### config.mk
export PLATFORM = sky130hd
export DESIGN_NAME = pspin_cmd_scheduler
export DESIGN_NICKNAME = d
export VERILOG_FILES = /design/src/rtl/pspin_cmd_scheduler.sv
export SDC_FILE = /design/constraint.sdc
export NUM_CORES = 1
export LEC_CHECK = 0
export BUFFER_PORTS_ARGS = -buffer_cell sky130_fd_sc_hd__clkbuf_2
export CAP_MARGIN = 25
export CORE_AREA = 2 2 130 132
export CTS_CLUSTER_SIZE = 20
export DETAILED_ROUTE_END_ITERATION = 8
export DIE_AREA = 0 0 132 134
export MAX_ROUTING_LAYER = met4
export PLACE_DENSITY = 0.77
export SYNTH_ARGS = -nofsm -noshare
export SYNTH_HDL_FRONTEND = slang
export SYNTH_SLANG_ARGS = --single-unit
### constraint.sdc
create_clock -name clk_i -period 10 [get_ports clk_i]
set_clock_uncertainty 0.1 [all_clocks]
set_input_delay 1.5 -clock clk_i [delete_from_list [all_inputs] [get_ports clk_i]]
set_output_delay 1.5 -clock clk_i [all_outputs]
set_load 0.1 [all_outputs]
### src/rtl/pspin_cmd_scheduler.sv
// Round-robin scheduler of cluster HPU commands onto the command interfaces with per-HPU credit limiting.
// Optional statistics counters are enabled by defining PSPIN_CMD_SCHED_STATS_EN.

package pspin_cfg_pkg;
    localparam int NUM_CLUSTERS       = 2;
    localparam int NUM_CORES          = 8;
    localparam int NUM_CMD_INTERFACES = 3;
    localparam int NUM_HPU_CMDS       = 4;

    typedef struct packed {
        logic [1:0] cluster_id;
        logic [2:0] core_id;
        logic [2:0] local_cmd_id;
    } pspin_cmd_id_t;

    typedef struct packed {
        pspin_cmd_id_t cmd_id;
        logic [1:0]    intf_id;
        logic [15:0]   payload;
    } pspin_cmd_t;
endpackage

module pspin_cmd_scheduler
    import pspin_cfg_pkg::*;
#(
    parameter int NUM_REQ  = NUM_CLUSTERS,
    parameter int NUM_INTF = NUM_CMD_INTERFACES,
    parameter int MAX_INFL = NUM_HPU_CMDS
) (
    input  logic                      clk_i,
    input  logic                      rst_i,
    input  logic [NUM_REQ-1:0]        req_valid_i,
    output logic [NUM_REQ-1:0]        req_ready_o,
    input  pspin_cmd_t [NUM_REQ-1:0]  req_cmd_i,
    output logic [NUM_INTF-1:0]       intf_valid_o,
    input  logic [NUM_INTF-1:0]       intf_ready_i,
    output pspin_cmd_t [NUM_INTF-1:0] intf_cmd_o,
    input  logic                      cmpl_valid_i,
    input  pspin_cmd_id_t             cmpl_id_i,
    output logic                      err_o,
    output logic                      idle_o
`ifdef PSPIN_CMD_SCHED_STATS_EN
    ,
    output logic [NUM_INTF-1:0][31:0] stat_issued_o,
    output logic [31:0]               stat_stall_o
`endif
);

    localparam int CW = $clog2(MAX_INFL + 1);
    localparam int PW = (NUM_REQ > 1) ? $clog2(NUM_REQ) : 1;

    logic [CW-1:0] cnt_q [NUM_REQ][NUM_CORES];
    logic [CW-1:0] cnt_d [NUM_REQ][NUM_CORES];
    logic [PW-1:0] rr_ptr_q;
    logic [PW-1:0] rr_ptr_next;

    logic [NUM_REQ-1:0] credit_ok;
    logic [NUM_REQ-1:0] path_ok;
    logic [NUM_REQ-1:0] cid_ok;
    logic [NUM_REQ-1:0] eligible;
    logic [NUM_REQ-1:0] credit_block;

    logic          grant_any;
    logic [PW-1:0] grant_idx;
    pspin_cmd_t    win_cmd;
    logic          win_bad_intf;

    logic [NUM_INTF-1:0]       valid_d;
    pspin_cmd_t [NUM_INTF-1:0] cmd_d;
    logic                      err_d;
    logic                      idle_d;

    logic unused_cmpl_bits;
    assign unused_cmpl_bits = ^cmpl_id_i.local_cmd_id;

    // Eligibility looks only at registered credit state, so a completion arriving this cycle cannot unblock a full HPU.
    always_comb begin
        credit_ok    = '0;
        path_ok      = '0;
        cid_ok       = '0;
        eligible     = '0;
        credit_block = '0;
        for (int r = 0; r < NUM_REQ; r++) begin
            cid_ok[r] = int'(req_cmd_i[r].cmd_id.cluster_id) < NUM_REQ;
            for (int c = 0; c < NUM_REQ; c++) begin
                for (int k = 0; k < NUM_CORES; k++) begin
                    if (int'(req_cmd_i[r].cmd_id.cluster_id) == c &&
                        int'(req_cmd_i[r].cmd_id.core_id) == k) begin
                        credit_ok[r] = cnt_q[c][k] < CW'(MAX_INFL);
                    end
                end
            end
            if (int'(req_cmd_i[r].intf_id) >= NUM_INTF) begin
                path_ok[r] = 1'b1;
            end else begin
                for (int i = 0; i < NUM_INTF; i++) begin
                    if (int'(req_cmd_i[r].intf_id) == i) begin
                        path_ok[r] = !intf_valid_o[i] || intf_ready_i[i];
                    end
                end
            end
            eligible[r]     = req_valid_i[r] && !rst_i && credit_ok[r] && path_ok[r];
            credit_block[r] = req_valid_i[r] && !rst_i && cid_ok[r] && !credit_ok[r] && path_ok[r];
        end
    end

    always_comb begin
        grant_any   = 1'b0;
        grant_idx   = '0;
        req_ready_o = '0;
        for (int off = 0; off < NUM_REQ; off++) begin
            for (int r = 0; r < NUM_REQ; r++) begin
                if (r == (int'(rr_ptr_q) + off) % NUM_REQ && eligible[r] && !grant_any) begin
                    grant_any = 1'b1;
                    grant_idx = PW'(r);
                end
            end
        end
        if (grant_any) begin
            req_ready_o[grant_idx] = 1'b1;
        end
    end

    assign win_cmd      = req_cmd_i[grant_idx];
    assign win_bad_intf = int'(win_cmd.intf_id) >= NUM_INTF;
    assign rr_ptr_next  = (int'(grant_idx) == NUM_REQ - 1) ? '0 : grant_idx + 1'b1;

    // A matching grant and completion on one counter cancel out, so neither counting nor underflow applies.
    always_comb begin
        logic inc;
        logic dec;
        inc     = 1'b0;
        dec     = 1'b0;
        valid_d = intf_valid_o;
        cmd_d   = intf_cmd_o;
        err_d   = 1'b0;
        idle_d  = 1'b1;
        for (int i = 0; i < NUM_INTF; i++) begin
            if (intf_valid_o[i] && intf_ready_i[i]) begin
                valid_d[i] = 1'b0;
                cmd_d[i]   = '0;
            end
            if (grant_any && !win_bad_intf && int'(win_cmd.intf_id) == i) begin
                valid_d[i] = 1'b1;
                cmd_d[i]   = win_cmd;
            end
        end
        if (grant_any && win_bad_intf) begin
            err_d = 1'b1;
        end
        if (cmpl_valid_i && int'(cmpl_id_i.cluster_id) >= NUM_REQ) begin
            err_d = 1'b1;
        end
        for (int c = 0; c < NUM_REQ; c++) begin
            for (int k = 0; k < NUM_CORES; k++) begin
                inc = grant_any && !win_bad_intf &&
                      int'(win_cmd.cmd_id.cluster_id) == c && int'(win_cmd.cmd_id.core_id) == k;
                dec = cmpl_valid_i &&
                      int'(cmpl_id_i.cluster_id) == c && int'(cmpl_id_i.core_id) == k;
                cnt_d[c][k] = cnt_q[c][k];
                if (inc && !dec) begin
                    cnt_d[c][k] = cnt_q[c][k] + 1'b1;
                end else if (dec && !inc) begin
                    if (cnt_q[c][k] == '0) begin
                        err_d = 1'b1;
                    end else begin
                        cnt_d[c][k] = cnt_q[c][k] - 1'b1;
                    end
                end
                if (cnt_d[c][k] != '0) begin
                    idle_d = 1'b0;
                end
            end
        end
        if (valid_d != '0) begin
            idle_d = 1'b0;
        end
    end

    always_ff @(posedge clk_i or posedge rst_i) begin
        if (rst_i) begin
            rr_ptr_q     <= '0;
            intf_valid_o <= '0;
            intf_cmd_o   <= '0;
            err_o        <= 1'b0;
            idle_o       <= 1'b1;
            for (int c = 0; c < NUM_REQ; c++) begin
                for (int k = 0; k < NUM_CORES; k++) begin
                    cnt_q[c][k] <= '0;
                end
            end
        end else begin
            if (grant_any) begin
                rr_ptr_q <= rr_ptr_next;
            end
            intf_valid_o <= valid_d;
            intf_cmd_o   <= cmd_d;
            err_o        <= err_d;
            idle_o       <= idle_d;
            for (int c = 0; c < NUM_REQ; c++) begin
                for (int k = 0; k < NUM_CORES; k++) begin
                    cnt_q[c][k] <= cnt_d[c][k];
                end
            end
        end
    end

`ifdef PSPIN_CMD_SCHED_STATS_EN
    // Stall cycles count requests that would have gone out if only their HPU had a free credit.
    always_ff @(posedge clk_i or posedge rst_i) begin
        if (rst_i) begin
            stat_issued_o <= '0;
            stat_stall_o  <= '0;
        end else begin
            for (int i = 0; i < NUM_INTF; i++) begin
                if (intf_valid_o[i] && intf_ready_i[i]) begin
                    stat_issued_o[i] <= stat_issued_o[i] + 32'd1;
                end
            end
            if (|credit_block) begin
                stat_stall_o <= stat_stall_o + 32'd1;
            end
        end
    end
`else
    logic unused_stats;
    assign unused_stats = ^credit_block;
`endif

endmodule

* Yosys cells after proc, flatten, opt, wreduce, memory -nomap -nowiden
Cells that the tools add are included.
Cells by class: add/sub/neg operators 34, $lt $le $gt $ge 22, eq/ne operators 39, muxes and demuxes 180, bitwise operators 1, reduce and logical (&&, ||, !) cells 215
Operator list (count):
- two-way mux 26 bit | 8
- two-way mux 3 bit | 48
- logical AND 1 bit | 123
- two-way mux 1 bit | 122
- zero test 32 bit | 2
- zero test 3 bit | 20
- nonzero test 3 bit | 17
- adder 3 x 1 -> 3 bit (second input constant) | 16
- equality test 3 bit (second input constant) | 16
- less-than comparator 3 bit (second input constant) | 16
- subtractor 3 x 1 -> 3 bit (second input constant) | 16
- zero test 1 bit | 40
- equality test 3 x 2 -> 1 bit (second input constant) | 8
- equality test 2 bit (second input constant) | 10
- zero test 2 bit | 7
- equality test 3 x 1 -> 1 bit (second input constant) | 4
- >= comparator 2 bit (second input constant) | 4
- nonzero test 2 bit | 3
- logical OR 1 bit | 3
- adder 1 bit (second input constant) | 2
- equality test 2 bit (first input constant) | 1
- less-than comparator 1 x 2 -> 1 bit (second input constant) | 1
- two-way mux 2 bit | 1
- AND 1 bit (first input constant) | 1
- other kinds (2) | 2
Storage, ports and cells: flip-flop bits (word level) 132, input bits 68, output and inout bits 85

* Depth between registers and ports, before layout
Gate-level depths: netlist of run 1.
depth in word-level cells 87, mapped depth 15, mapped depth without buffers 11

* Worst setup path before layout of run 1
OpenSTA, ideal clock, no wires.
path type input-to-output, from in req_cmd_i[24] (netlist name), to out req_ready_o[1], data arrival time 4.377 ns, data required time 8.400 ns, path slack 4.023 ns, cell stages on the path 8, buffers on the path 3, cell sequence buf_2 -> nor4b_1 -> a2111oi_4 -> o211ai_4 -> a211oi_4 -> nor3_4 -> clkbuf_1 -> buf_1
On the way: cells in the longest elaborated chain, start to end 36, elaborated cells between the ends (all ways) 57, those cells by class order compare: 2; eq/ne: 1; mux: 26; reduce/logical: 28
RTL lines:
- start, declared | line 34 | input pspin_cmd_t [NUM_REQ-1:0] req_cmd_i,
- zero test 2 bit | line 87 | if (int'(req_cmd_i[r].cmd_id.cluster_id) == c &&
- logical AND 1 bit | line 87
- two-way mux 1 bit (15 in a row) | line 87
- two-way mux 1 bit (*) | line 87
- logical AND 1 bit (*) (2 in a row) | line 102 | eligible[r] = req_valid_i[r] && !rst_i && credit_ok[r] && path_ok[r];
- logical AND 1 bit | line 113 | if (r == (int'(rr_ptr_q) + off) % NUM_REQ && eligible[r] && !grant_any) begin
- two-way mux 1 bit | line 113
- zero test 1 bit | line 113
- [... 5 more ...]
- zero test 1 bit | line 113
- logical AND 1 bit | line 113
- two-way mux 1 bit | line 113
- less-than comparator 1 x 2 -> 1 bit (implied by the code) / >= comparator 1 bit (equally long branches) | line 120 | req_ready_o[grant_idx] = 1'b1;
- logical AND 1 bit (implied by the code) | line 120
- two-way mux 1 bit (implied by the code) | line 120
- demux 1 bit (select 1 bit) | line 120
- two-way mux 2 bit (*) | line 119 | if (grant_any) begin
- end, declared | line 33 | output logic [NUM_REQ-1:0] req_ready_o,
Mark *: on every way between the ends. The rest lies on a longest branch, timed or not.

==> results of run 1 <==
[metal layers]
layer  track usage, %  part of all wire [%]  vias to the layer above
met2             45.7                    46                      394
li1                 -                     -                     3841
met5                -                     0                        -
met1             37.5                    42                     3884
met3             5.71                   7.7                       79
met4             15.7                   4.7                        0
[critical path, stage by stage]
cell,delay (ns)
clkbuf_2,0.31
mux4_2,0.59
a21oi_1,0.16
nand2_1,0.15
a211o_1,0.58
and4_1,0.32
nor2_1,0.74
nor3_1,0.27
a221o_1,0.44
nor4_1,0.43
nand4_1,0.17
nor4_2,0.31
[layout make-up]
type	instances	share of cell area (%)
clock buffers	17	4.14
clock inverters	15	1.53
inverters	81	3.01
multi-input cells	726	48.6
flip-flops and latches	132	32.1
well taps	220	2.68
repair buffers	154	7.86
[state kept, by name (all words and copies together), names as in the netlist]
name,count
err_o,1
cnt_q,48
intf_cmd_o,78
intf_valid_o,3
idle_o,1
rr_ptr_q,1
[final timing paths]
path,end,cells past startpoint
hold reg to reg,intf_cmd_o[69],2
setup reg to reg,idle_o,11
setup / recovery,idle_o,12
max in group asynchronous,intf_cmd_o[42],3
min in group asynchronous,rr_ptr_q,2
hold / removal,intf_cmd_o[69],2
[cell usage in the layout, fill, tap and decap left out, types with 4 or more instances in the layout]
master	synthesis	routed
a211o_1	4	4
a21o_1	8	8
a21oi_1	116	116
a221o_1	8	8
a22oi_1	10	10
a311o_1	4	4
a31oi_1	4	4
and2_1	8	8
and3_1	13	13
clkbuf_16	0	17
clkbuf_2	0	149
dfrtp_1	131	131
ha_1	63	63
inv_1	81	80
inv_6	0	5
inv_8	0	6
mux2_2	6	6
mux2i_1	38	38
nand2_1	58	58
nand2b_1	19	19
nand3_1	50	50
nand4_1	10	10
nor2_1	72	72
nor2b_1	7	7
nor3_1	24	24
nor4_1	16	16
o211ai_1	11	11
o21a_1	4	4
o21ai_0	44	44
o221ai_1	8	8
o22ai_1	7	7
o31ai_1	13	13
xnor2_1	16	16
[through the flow]
step | util, % | area [sq um] | cells | power, mW
floorplan | - | 8780 | 981 | 2.08
global placement | 59.3 | 9660 | 1311 | 2.35
detailed placement | 59.3 | 9660 | 1311 | 2.38
CTS | 62.9 | 10200 | 1343 | 3.01
global route | 63.1 | 10300 | 1345 | 3.16
finish | 63.1 | 10300 | 1345 | 3.01
[logic make-up (layout without fill, tap and decap cells)]
| logic type | count (synthesis) | count (layout) | synth area share, % |
|---|---|---|---|
| mux | 47 | 47 | 5.66 |
| flops | 132 | 132 | 37.6 |
| fa+ha+maj | 63 | 63 | 8.98 |
| buf+inv | 123 | 267 | 5.60 |
| xor+xnor | 16 | 16 | 1.60 |
| simple gates | 305 | 305 | 17.8 |
| compound gates | 295 | 295 | 22.8 |
[power by group]
group | switching, mW | internal, mW
clock | 0.289 | 0.334
sequential | 0.143 | 0.701
combinational | 1.20 | 0.338
total | 1.63 | 1.37
==> impl_metrics.env, run 1 <==
export IMPL_synth_commonest_cells="dfrtp_1, a21oi_1, inv_1, nor2_1, ha_1"
export IMPL_synth_area_leaders="dfrtp_1, ha_1, a21oi_1"
export IMPL_place_ws_ns=3.97
export IMPL_grt_max_degree=69
export IMPL_grt_pass1_wl_mm=40.5
export IMPL_viasPerCell=6.10
export IMPL_p_per_area_nw_per_um2=293
export IMPL_multiInputGateArea_sq_um=5000
export IMPL_outcome="finished clean"
export IMPL_areaGrowthSynthToFinish_pct=17.1
export IMPL_syn_nets=1112
export IMPL_seqCellArea_sq_um=3300
export IMPL_slew_headroom_pct=33.9
export IMPL_diodes=0
export IMPL_post_route_period_util_pct=57.6
export IMPL_syn_area_per_cell_sq_um=8.95
export IMPL_drtAntennaViolNets=0
export IMPL_synth_most_common_cell="dfrtp_1"
export IMPL_rsz0062_at_grt="no"
export IMPL_cts_sinks=132
export IMPL_globalRouteOverflowTotal=0
export IMPL_cts_htree_levels=4
export IMPL_cp_max_fo=19
export IMPL_grt_usage_pct=29.7
export IMPL_cts_root_buf="clkbuf_16"
export IMPL_worst_pin_slew_ns=0.990
export IMPL_leakage_nw=4.78
export IMPL_antenna_found_initial=0
export IMPL_vdd_drop_max_uv=282
export IMPL_arrival_ns=5.99
export IMPL_fp_row_count=47
export IMPL_hold_class="flip-flop to flip-flop"
export IMPL_hold_worst_slack_ns=0.385
export IMPL_ys_ff_latch=132
export IMPL_first_global_vias=7833
export IMPL_worst_r2r_setup_slack_ns=5.23
export IMPL_yosys_warnings=0
export IMPL_tritoncts="built"
export IMPL_dr_pass1_iters=6
export IMPL_start_util_pct=53.9
export IMPL_dp_hpwl_mm=18.4
export IMPL_cts_setup_buffers=0
export IMPL_clk_latency_ns=0.44
export IMPL_period_minus_slack_ns=5.76
export IMPL_port_buffers=149
export IMPL_cts_resized_gates=0
export IMPL_synth_top_area_share_pct=37.3
export IMPL_drive_gt1_share_pct=19.9
export IMPL_finalSetupViolCount=0
export IMPL_netlist_area_sq_um=8780
export IMPL_synth_edff_count=0
export IMPL_wl_per_cell_microns=18.6
export IMPL_ys_seq_area_share_pct=37.6
export IMPL_setup_tns_ns=0
export IMPL_ys_types=87
export IMPL_finalHoldViolCount=0
export IMPL_cts_path_max_buffers=2
export IMPL_r2r_start="cnt_q[38]"
export IMPL_async_flop_share_pct=100
export IMPL_start_kind="primary input"
export IMPL_first_iter_violations=928
export IMPL_synth_top_area_cell="dfrtp_1"
export IMPL_remaining_drc_errors=0
export IMPL_maxCapViolCount=0
export IMPL_die_x_microns=132
export IMPL_hp_start="intf_cmd_o[69]"
export IMPL_final_nets=1243
export IMPL_slew_violations=0
export IMPL_clkTransAtPathRegs_ns=0.07
export IMPL_core_area_sq_um=16300
export IMPL_netlist_instances=981
export IMPL_cts_buffers=17
export IMPL_die_h_microns=134
export IMPL_setup_ws_ns=4.24
export IMPL_place_congestion=0.953
export IMPL_cp_required_ns=10.23
export IMPL_max_freq_mhz=174
export IMPL_synthFlopType="dfrtp_1"
export IMPL_fill_cells=1365
export IMPL_fp_dieArea_sq_um=17700
export IMPL_num_vias=8198
export IMPL_worstSetupEndpointType="flip-flop"
export IMPL_startpoint="req_cmd_i[21]"
export IMPL_hold_buffers=0
export IMPL_ios=153
export IMPL_worstSetupPathType="primary input to flip-flop"
export IMPL_routed_wl_mm=25.1
Power figures use the tool's default switching activity.
==> run 2, diff against run 1 <==
ABC_AREA = 1   (was unset)
CORE_AREA = 2 2 129 131   (was 2 2 130 132)
DIE_AREA = 0 0 131 133   (was 0 0 132 134)
clock period = 5.73 ns   (was 10 ns; I/O delays follow)
==> run 2 against run 1 <==
  * Worst hold slack improved by 0.0038 ns
  * Non-clock buffer count increased by 3
  * Critical path type is now primary input to output pin
  * Clock power increased by 67%
  * Area after synthesis decreased by 2.0%
  * Register-to-register slack got worse by 3.6 ns
  * Largest power group unchanged
  * Die area decreased by 1.5%
  * Sequential share of layout area increased by 0.54 points
==> impl_metrics.env, run 2 <==
export IMPL_synth_commonest_cells="nand2_1, nand3_1, inv_1, dfrtp_1, o21ai_0"
export IMPL_final_nets=1420
export IMPL_remaining_drc_errors=0
export IMPL_first_iter_violations=495
export IMPL_dr_pass1_iters=5
export IMPL_worst_pin_slew_ns=0.983
export IMPL_clk_latency_ns=0.42
export IMPL_rr_worst_depth=24
export IMPL_drive_gt1_share_pct=20.4
export IMPL_start_util_pct=53.2
export IMPL_worst_r2r_setup_slack_ns=1.61
export IMPL_postPlaceCellArea_sq_um=9560
export IMPL_cts_buffers=17
export IMPL_final_area_sq_um=10100
export IMPL_ios=153
export IMPL_dp_hpwl_mm=17.5
export IMPL_largest_register_ffs=78
export IMPL_critPathMostFrequentCell="nand2_1"
export IMPL_top_register="intf_cmd_o"
export IMPL_cts_path_max_buffers=2
export IMPL_die_h_microns=133
export IMPL_seqCellArea_sq_um=3300
export IMPL_cts_resized_gates=0
export IMPL_syn_area_per_cell_sq_um=7.53
export IMPL_synth_top_area_cell="dfrtp_1"
export IMPL_fp_dieArea_sq_um=17400
export IMPL_routed_wl_mm=22.8
export IMPL_ys_seq_area_share_pct=38.4
export IMPL_num_vias=7969
export IMPL_setup_tns_ns=0
export IMPL_synth_most_common_cell="nand2_1"
export IMPL_grt_usage_pct=27.4
export IMPL_setup_ws_ns=1.13
export IMPL_wl_per_cell_microns=15.0
export IMPL_arrival_ns=3.64
export IMPL_maxCapViolCount=0
export IMPL_dpl_cell_count=1490
export IMPL_final_common_cell="nand2_1"
export IMPL_cpPeakStageDelay_ns=0.45
export IMPL_fin_util_pct=62.5
export IMPL_antenna_found_initial=1
export IMPL_top_regs="intf_cmd_o (78), cnt_q (48), intf_valid_o (3)"
export IMPL_grt_pass1_wl_mm=36.4
export IMPL_timing_rr_end="err_o"
export IMPL_worstSetupPathType="primary input to output pin"
export IMPL_port_buffers=149
export IMPL_core_area_sq_um=16200
export IMPL_ys_types=44
export IMPL_cts_sinks=132
export IMPL_drtAntennaViolNets=0
export IMPL_holdPathStages=2
export IMPL_netlist_area_sq_um=8600
export IMPL_worstSetupEndpointType="output pin"
export IMPL_synth_edff_count=0
export IMPL_cp_cell_sequence="clkbuf_2 > inv_1 > nor2_2 > nand3_1 > nand2_1 > inv_1 > nand3_1 > nand2_1 > nand2_1 > nand2_1 > nand2_1 > nand2_1 > nand4_1 > nor2_1 > nand3_2 > nand3_4 > nand2_2 > buf_4 > clkinvlp_4 > nor2_4 > clkbuf_2"
export IMPL_cp_max_fo=17
export IMPL_outcome="finished clean"
export IMPL_post_route_period_util_pct=80.3
export IMPL_place_ws_ns=0.966
export IMPL_cp_num_buf_inv=6
export IMPL_synth_area_leaders="dfrtp_1, nand2_1, nand3_1"
export IMPL_hold_buffers=0
export IMPL_vdd_drop_max_uv=360
export IMPL_max_freq_mhz=217
export IMPL_slew_violations=0
export IMPL_crit_path_top_delay_cell="clkbuf_2"
export IMPL_synth_top_area_share_pct=38.1
export IMPL_critical_path_top_delay_family="simple AND/OR/NAND/NOR gates"
export IMPL_clkTransAtPathRegs_ns=0.06
export IMPL_tritoncts="built"
export IMPL_place_congestion=0.943
export IMPL_whs_endpoint="intf_cmd_o[25]"
export IMPL_syn_nets=1274
export IMPL_period_minus_slack_ns=4.60
export IMPL_finalSetupViolCount=0
export IMPL_finalPower_mw=5.37
export IMPL_start_kind="primary input"
export IMPL_p_per_area_nw_per_um2=531
export IMPL_fill_cells=1448
export IMPL_cp_required_ns=4.77
export IMPL_layout_common_cells="nand2_1, nand3_1, inv_1"
export IMPL_globalRouteOverflowTotal=0
export IMPL_cts_setup_buffers=0
export IMPL_leakage_nw=5.34
export IMPL_hold_class="flip-flop to flip-flop"
export IMPL_hp_start="intf_cmd_o[25]"
export IMPL_ys_ff_latch=132
export IMPL_cts_root_buf="clkbuf_16"
export IMPL_finalHoldViolCount=0
export IMPL_die_x_microns=131
export IMPL_grt_max_degree=65
export IMPL_slew_headroom_pct=34.3
export IMPL_fp_row_count=47
export IMPL_async_flop_share_pct=100
export IMPL_synthFlopType="dfrtp_1"
export IMPL_r2r_start="cnt_q[47]"
export IMPL_multiInputGateArea_sq_um=4520
export IMPL_yosys_warnings=0
export IMPL_instances_no_fill=1522
export IMPL_first_global_vias=7595
export IMPL_areaGrowthSynthToFinish_pct=17.5
export IMPL_cts_htree_levels=4
export IMPL_hold_worst_slack_ns=0.389
export IMPL_viasPerCell=5.24
export IMPL_rsz0062_at_grt="no"
export IMPL_netlist_instances=1143
run 2: cell count changes in the layout (fill, tap and decap cells not counted), sizes merged, moves of 16 or more:
| cell | delta |
|---|---|
| nand2b | -19 |
| nand3 | +115 |
| nor2 | +52 |
| o21ai | +69 |
| inv | +81 |
| a21oi | -103 |
| nor4 | -16 |
| mux2i | -19 |
| nand2 | +190 |
run 2: kinds of logic (layout without fill, tap and decap cells):
logic type / after synthesis / in the layout / synth area share [%]
buffers and inverters: 200 / 358 / 9.13
AOI/OAI and AO/OA: 145 / 145 / 9.26
adders and majority gates: 63 / 63 / 9.16
DFF: 132 / 132 / 38.4
xor gates and xnor gates: 8 / 8 / 0.814
other: 0 / 1 / 0
muxes: 19 / 19 / 2.21
and+or+nand+nor: 576 / 576 / 31.0
run 2: final cells by class:
type                       count  share of cell area [%]
clock inverter                14                    1.26
sequential                   132                    32.7
multi-input combinational    811                    44.7
inverter                     170                    6.41
timing repair buffer         157                    7.97
clock buffer                  17                    4.21
tap                          220                    2.72
antenna                        1                  0.0247
run 2: routing by layer:
metal	track usage [%]	part of all wire, %
met2	43.5	46
met3	7.40	7.4
met5	-	0
met4	12.4	3.5
met1	32.4	43
run 2: how the worst max path moves through the flow:
stage / startpoint / to / slack, ns / depth (start not counted)
final: req_cmd_i[21] / req_ready_o[0] / 1.13 / 21
after global routing: req_cmd_i[22] / req_ready_o[0] / 0.86 / 19
after CTS: req_cmd_i[22] / req_ready_o[0] / 1.12 / 19
after detailed placement: req_cmd_i[47] / err_o / 0.97 / 24
after global placement: req_cmd_i[47] / err_o / 1.01 / 24
after floorplan: rst_i / req_ready_o[0] / 0.01 / 10
run 2: worst reg2reg max path, delay by kind of cell, from the launching register on:
family          cells  cell delay (ns)
flops               1             0.40
compound gates      4             1.15
simple gates       19             2.14
buf+inv             1             0.19
run 2: report_power, final:
group | internal (mW) | total (mW) | switching (mW)
sequential | 1.26 | 1.52 | 0.257
combinational | 0.607 | 2.81 | 2.20
clock | 0.597 | 1.04 | 0.442
total | 2.47 | 5.37 | 2.90
